==> config.mk <==
export PLATFORM = sky130hd
export DESIGN_NAME = reaction_game_ctrl
export DESIGN_NICKNAME = d
export VERILOG_FILES = /design/src/rtl/reaction_game_ctrl.sv
export SDC_FILE = /design/constraint.sdc
export NUM_CORES = 1
export LEC_CHECK = 0
export ABC_AREA = 1
export ABC_CLOCK_PERIOD_IN_PS = 1470
export CAP_MARGIN = 15
export CORE_UTILIZATION = 53
export CTS_CLUSTER_DIAMETER = 120
export DETAILED_ROUTE_END_ITERATION = 10
export PLACE_DENSITY = 0.85
export SYNTH_ARGS = -nofsm -noshare
export SYNTH_HDL_FRONTEND = slang
export SYNTH_SLANG_ARGS = --single-unit
==> constraint.sdc <==
create_clock -name clk -period 1.47 [get_ports clk]
set_input_delay 0.294 -clock clk [delete_from_list [all_inputs] [get_ports clk]]
set_output_delay 0.294 -clock clk [all_outputs]
set_load 0.01 [all_outputs]
==> src/rtl/reaction_game_ctrl.sv <==
// Reaction-game sequencer: LED countdown, pseudo-random hold-off and a timed GO
// window, measuring the button response in ms from the upstream 1 ms tick.
module reaction_game_ctrl #(
  parameter int unsigned COUNTDOWN_STEPS = 4,
  parameter int unsigned STEP_MS         = 500,
  parameter int unsigned MIN_HOLD_MS     = 250,
  parameter int unsigned TIMEOUT_MS      = 999
) (
  input  logic       clk,
  input  logic       reset,
  input  logic       msec_tick,
  input  logic       start,
  input  logic       button,
  output logic       presc_clr,
  output logic [2:0] state,
  output logic [7:0] cd_leds,
  output logic       go_led,
  output logic [9:0] react_ms,
  output logic       result_valid
);

  localparam int unsigned MS_W    = (STEP_MS > 1) ? $clog2(STEP_MS) : 1;
  localparam int unsigned STEP_W  = 3;
  localparam int unsigned HOLD_W  = 11;
  localparam int unsigned REACT_W = 10;
  localparam int unsigned LED_W   = 8;
  localparam int unsigned LFSR_W  = 16;
  localparam logic [LFSR_W-1:0] LFSR_SEED = 16'hACE1;

  typedef enum logic [2:0] {
    ST_IDLE      = 3'd0,
    ST_COUNTDOWN = 3'd1,
    ST_HOLDOFF   = 3'd2,
    ST_GO        = 3'd3,
    ST_RESULT    = 3'd4,
    ST_DISQUAL   = 3'd5,
    ST_TIMEOUT   = 3'd6
  } state_e;

  state_e               state_q, state_d;
  logic [MS_W-1:0]      ms_cnt_q, ms_cnt_d;
  logic [STEP_W-1:0]    step_cnt_q, step_cnt_d;
  logic [HOLD_W-1:0]    hold_q, hold_d;
  logic [REACT_W-1:0]   react_cnt_q, react_cnt_d;
  logic [REACT_W-1:0]   react_ms_q, react_ms_d;
  logic [LED_W-1:0]     cd_leds_q, cd_leds_d;
  logic                 go_led_q, go_led_d;
  logic                 result_valid_q, result_valid_d;
  logic                 presc_clr_q, presc_clr_d;
  logic [LFSR_W-1:0]    lfsr_q, lfsr_d;
  logic                 button_q, button_d;
  logic                 press_c;

  // Rising edge of the synchronized button; a held button never re-triggers.
  assign press_c  = button & ~button_q;
  assign button_d = button;

  // Fibonacci LFSR, taps 16,14,13,11; free-running so the hold-off depends on start time.
  assign lfsr_d = {lfsr_q[LFSR_W-2:0], lfsr_q[15] ^ lfsr_q[13] ^ lfsr_q[12] ^ lfsr_q[10]};

  always_ff @(posedge clk) begin
    if (reset) begin
      state_q        <= ST_IDLE;
      ms_cnt_q       <= '0;
      step_cnt_q     <= '0;
      hold_q         <= '0;
      react_cnt_q    <= '0;
      react_ms_q     <= '0;
      cd_leds_q      <= '0;
      go_led_q       <= 1'b0;
      result_valid_q <= 1'b0;
      presc_clr_q    <= 1'b0;
      lfsr_q         <= LFSR_SEED;
      button_q       <= 1'b0;
    end else begin
      state_q        <= state_d;
      ms_cnt_q       <= ms_cnt_d;
      step_cnt_q     <= step_cnt_d;
      hold_q         <= hold_d;
      react_cnt_q    <= react_cnt_d;
      react_ms_q     <= react_ms_d;
      cd_leds_q      <= cd_leds_d;
      go_led_q       <= go_led_d;
      result_valid_q <= result_valid_d;
      presc_clr_q    <= presc_clr_d;
      lfsr_q         <= lfsr_d;
      button_q       <= button_d;
    end
  end

  // Round sequencing; a press always outranks a same-cycle tick event.
  always_comb begin
    state_d        = state_q;
    ms_cnt_d       = ms_cnt_q;
    step_cnt_d     = step_cnt_q;
    hold_d         = hold_q;
    react_cnt_d    = react_cnt_q;
    react_ms_d     = react_ms_q;
    cd_leds_d      = cd_leds_q;
    result_valid_d = 1'b0;
    presc_clr_d    = 1'b0;

    case (state_q)
      ST_IDLE, ST_RESULT, ST_DISQUAL, ST_TIMEOUT: begin
        if (start) begin
          state_d     = ST_COUNTDOWN;
          presc_clr_d = 1'b1;
          ms_cnt_d    = '0;
          step_cnt_d  = '0;
          cd_leds_d   = LED_W'(1);
        end
      end
      ST_COUNTDOWN: begin
        if (press_c) begin
          state_d   = ST_DISQUAL;
          cd_leds_d = '0;
        end else if (msec_tick) begin
          if (ms_cnt_q == MS_W'(STEP_MS - 1)) begin
            ms_cnt_d = '0;
            if (step_cnt_q == STEP_W'(COUNTDOWN_STEPS - 1)) begin
              state_d   = ST_HOLDOFF;
              cd_leds_d = '0;
              hold_d    = HOLD_W'(MIN_HOLD_MS) + HOLD_W'(lfsr_q[9:0]);
            end else begin
              step_cnt_d = step_cnt_q + STEP_W'(1);
              cd_leds_d  = cd_leds_q << 1;
            end
          end else begin
            ms_cnt_d = ms_cnt_q + MS_W'(1);
          end
        end
      end
      ST_HOLDOFF: begin
        if (press_c) begin
          state_d   = ST_DISQUAL;
          cd_leds_d = '0;
        end else if (msec_tick) begin
          if (hold_q == HOLD_W'(1)) begin
            state_d     = ST_GO;
            react_cnt_d = '0;
            presc_clr_d = 1'b1;
          end else begin
            hold_d = hold_q - HOLD_W'(1);
          end
        end
      end
      ST_GO: begin
        if (press_c) begin
          state_d        = ST_RESULT;
          react_ms_d     = react_cnt_q;
          result_valid_d = 1'b1;
        end else if (msec_tick) begin
          if (react_cnt_q == REACT_W'(TIMEOUT_MS - 1)) begin
            state_d        = ST_TIMEOUT;
            react_ms_d     = REACT_W'(TIMEOUT_MS);
            result_valid_d = 1'b1;
          end else begin
            react_cnt_d = react_cnt_q + REACT_W'(1);
          end
        end
      end
      default: state_d = ST_IDLE;
    endcase

    go_led_d = (state_d == ST_GO);
  end

  assign state        = state_q;
  assign cd_leds      = cd_leds_q;
  assign go_led       = go_led_q;
  assign react_ms     = react_ms_q;
  assign result_valid = result_valid_q;
  assign presc_clr    = presc_clr_q;

endmodule

==> impl_metrics.yaml, run 1 <==
status:
  status: "complete, but fails checks"
  violations: "setup timing"
final_layout:
  design.final.nets: 732
  area_growth_pct: 46.7
  fillCellCount: 348
  drive_gt1_share_pct: 33.8
  seq_area_um2: 1500
  fin_cells: 820
  multi_input_area_um2: 2580
  n_antenna_cell: 0
grt:
  grt_pass1_vias: 4410
  grt_start_max_net_pins: 16
  grt-ovfl-total: 0
  grt_antenna_before_repair: 0
  gr-usage-all-layers_pct: 32.9
  grt_pass1_wl_mm: 19.5
routing:
  wl_per_cell_um: 19.0
  num_vias: 4964
  drtIter0Drc: 661
  wl_mm: 15.6
  final_antenna_net_count: 0
  via_per_inst: 6.05
  route.detailed.drc: 0
  dr.pass1.iters: 8
clocking:
  numCtsBuffers: 9
  cts_buffer_depth: 2
  htreeDepth: 3
  clk_pin_slew_ps: 90
  clkSinkCount: 74
  holdBufCountCts: 0
  root_buffer: "clkbuf_8"
  cts_tree: "built"
  insertion_delay_ps: 370
timing:
  fin_tns_setup_ps: -5950
  rsz0062_at_grt: "true"
  final.period_utilization_pct: 127
  hold_viol: 0
  fmaxAchievable_ghz: 0.535
  final-setup-viol-count: 41
  slew_headroom_pct: 68.9
  worstMarginPinSlew_ps: 462
  min_period_ps: 1870
  layout_setup_ws_ps: -399
  clock-skew-final_ps: 12.3
  report.final.slew_viol_count: 0
worst_setup_path:
  slowest_delay_ps: 330
  cp_max_fo: 5
  critPathLaunchType: "flop"
  cp_common_cell: "nor2_1"
  worstPathBufferInverterCount: 3
  crit_path_end_kind: "flop"
  arrival_ps: 2150
  cpMaxStageDelayCell: "dfxtp_1"
  critPathTopFamily: "simple AND/OR/NAND/NOR gates"
  crit_type: "reg2reg"
  path_cells: "inv_1 > nand2_1 > nor2_1 > nand2_1 > nand2_2 > buf_4 > nand3_1 > nor2_1 > buf_4 > nor2_1 > nor2_1"
  required_ps: 1750
run:
  max_cap_violations: 0
logic_synthesis:
  synth_top_cell_by_area: "dfxtp_1"
  syn_nets: 612
  synthCells: 599
  yosys.area.top_type_share_pct: 38.1
  ys_ff_latch: 74
  async_flop_share_pct: 0
  synthDistinctLibCells: 31
  syn_avg_cell_area_um2: 6.50
  syn_area_um2: 3890
  yosysSeqAreaShare_pct: 38.1
  synthTopCellsByArea: "dfxtp_1 (38%), nand2_1 (15%), nor2_1 (9.4%)"
  synth-warning-count: 0
  synthFlopType: "dfxtp_1"
  synth_edf_count: 0
power_and_ir_drop:
  powerDensity_nw_per_um2: 983
  p_leak_nw: 2.58
  ir_worst_vdd_uv: 824
floorplanning:
  core_um2: 6940
  io_pins: 29
  die_w_um: 87.7
  dieArea_um2: 7690
  die_h_um: 87.7
  num_rows: 30
  start_util_pct: 56.0
min_path:
  holdCritPathClass: "reg2reg"
place:
  hpwl_mm: 7.21
  dp_cells: 787
  io_buffers: 28
  finalWeightedCongestion: 0.912
registers in the layout, summed over array words and instances, names as in the netlist, 3 cells and up:
register	cells
ms_cnt_q	9
step_cnt_q	3
react_ms	10
state	3
hold_q	11
react_cnt_q	10
cd_leds	8
lfsr_q	16
placed cells by master, fill, tap and decap left out, types with 22 or more instances in the layout:
cell / Yosys / layout
nor2_1: 97 / 79
nand2_1: 156 / 129
buf_4: 1 / 84
dfxtp_1: 74 / 64
nand3_1: 39 / 30
inv_1: 70 / 64
dlygate4sd2_1: 0 / 22
a21oi_1: 49 / 26
a21oi_2: 0 / 22
where the power goes:
part           switching, W  internal [W]  leakage, nW  total (W)
logic              0.000974      0.000639         1.87    0.00161
registers         0.0000939       0.00212        0.609    0.00221
clock network      0.000826      0.000962        0.101    0.00179
total               0.00189       0.00372         2.58    0.00561
stage by stage:
stage          cell area [um2]  utilization [%]  setup WS (ps)  hold slack [ps]  power [W]
2_1_floorplan             3900                -          -24.9              367    0.00292
3_3_place_gp              4800             69.1           -359              394    0.00335
3_5_place_dp              4800             69.1           -405              403    0.00339
4_1_cts                   5320             76.6           -159              422    0.00520
5_1_grt                   5710             82.2           -423              437    0.00576
6_report                  5710             82.2           -399              424    0.00561
repair_timing:
item | 4_1_cts | 5_1_grt
resized for setup | 113 | 92
gates cloned | 5 | 0
setup endpoints to repair | 79 | 53
buffers inserted | 5 | 7
pin swaps | 26 | 27
final timing paths:
path,startpoint,slack [ps],depth (start not counted),end
worst min register to register,lfsr_q[11],420,2,lfsr_q[12]
worst max register to register,ms_cnt_q[2],-400,11,hold_q[2]
worst min-delay path,lfsr_q[11],420,2,lfsr_q[12]
worst max-delay path,ms_cnt_q[2],-400,11,hold_q[2]
cell usage after synthesis (all sizes together), types with 5 or more instances:
library cell / instances
nor3: 8
dfxtp: 74
or2: 7
nor2: 103
o21ai: 35
ha: 8
buf: 10
inv: 73
nand2: 160
nand4: 6
nand3: 44
xor2: 5
a21oi: 49
clkbuf: 7
cell type report:
class	instances	area share [%]
multi-input cells	437	45.1
inverters	74	5.04
clock inverters	4	1.34
clock buffers	12	2.37
repair buffers	122	17.6
flip-flops and latches	74	26.3
well taps	96	2.10
repair inverters	1	0.110
worst register-to-register path: stages, from the launching register on:
cell and delay, ps:
dfxtp_1 330, inv_1 140, nand2_1 90, nor2_1 140
nand2_1 120, nand2_2 120, buf_4 120, nand3_1 70
nor2_1 190, buf_4 180, nor2_1 70, nor2_1 210
cells by family after synthesis:
logic type                 after synthesis  synth area share (%)
and+or+nand+nor                        333                  36.7
buffers and inverters                   91                  9.81
AOI/OAI and AO/OA                       85                  11.1
DFF                                     74                  38.1
xor gates and xnor gates                 8                  1.80
adders and majority gates                8                  2.57
layer usage:
metal / vias up / GRT usage [%] / routed length (um)
met1: 2244 / 36.2 / 5330
li1: 2133 / - / -
met2: 437 / 56.9 / 7470
met4: 0 / 21.5 / 1180
met3: 150 / 7.92 / 1580
met5: - / 0 / 0
No activity file was read; power rests on OpenSTA's default activity.
==> run 2: changes to the inputs <==
--- a/config.mk
+++ b/config.mk
@@ -12,6 +12,7 @@
 export CTS_CLUSTER_DIAMETER = 120
 export DETAILED_ROUTE_END_ITERATION = 10
 export PLACE_DENSITY = 0.85
+export SLEW_MARGIN = 20
 export SYNTH_ARGS = -nofsm -noshare
 export SYNTH_HDL_FRONTEND = slang
 export SYNTH_SLANG_ARGS = --single-unit
==> results of run 2 <==
No change in the layout: final DEF, timing and power equal those of run 1.
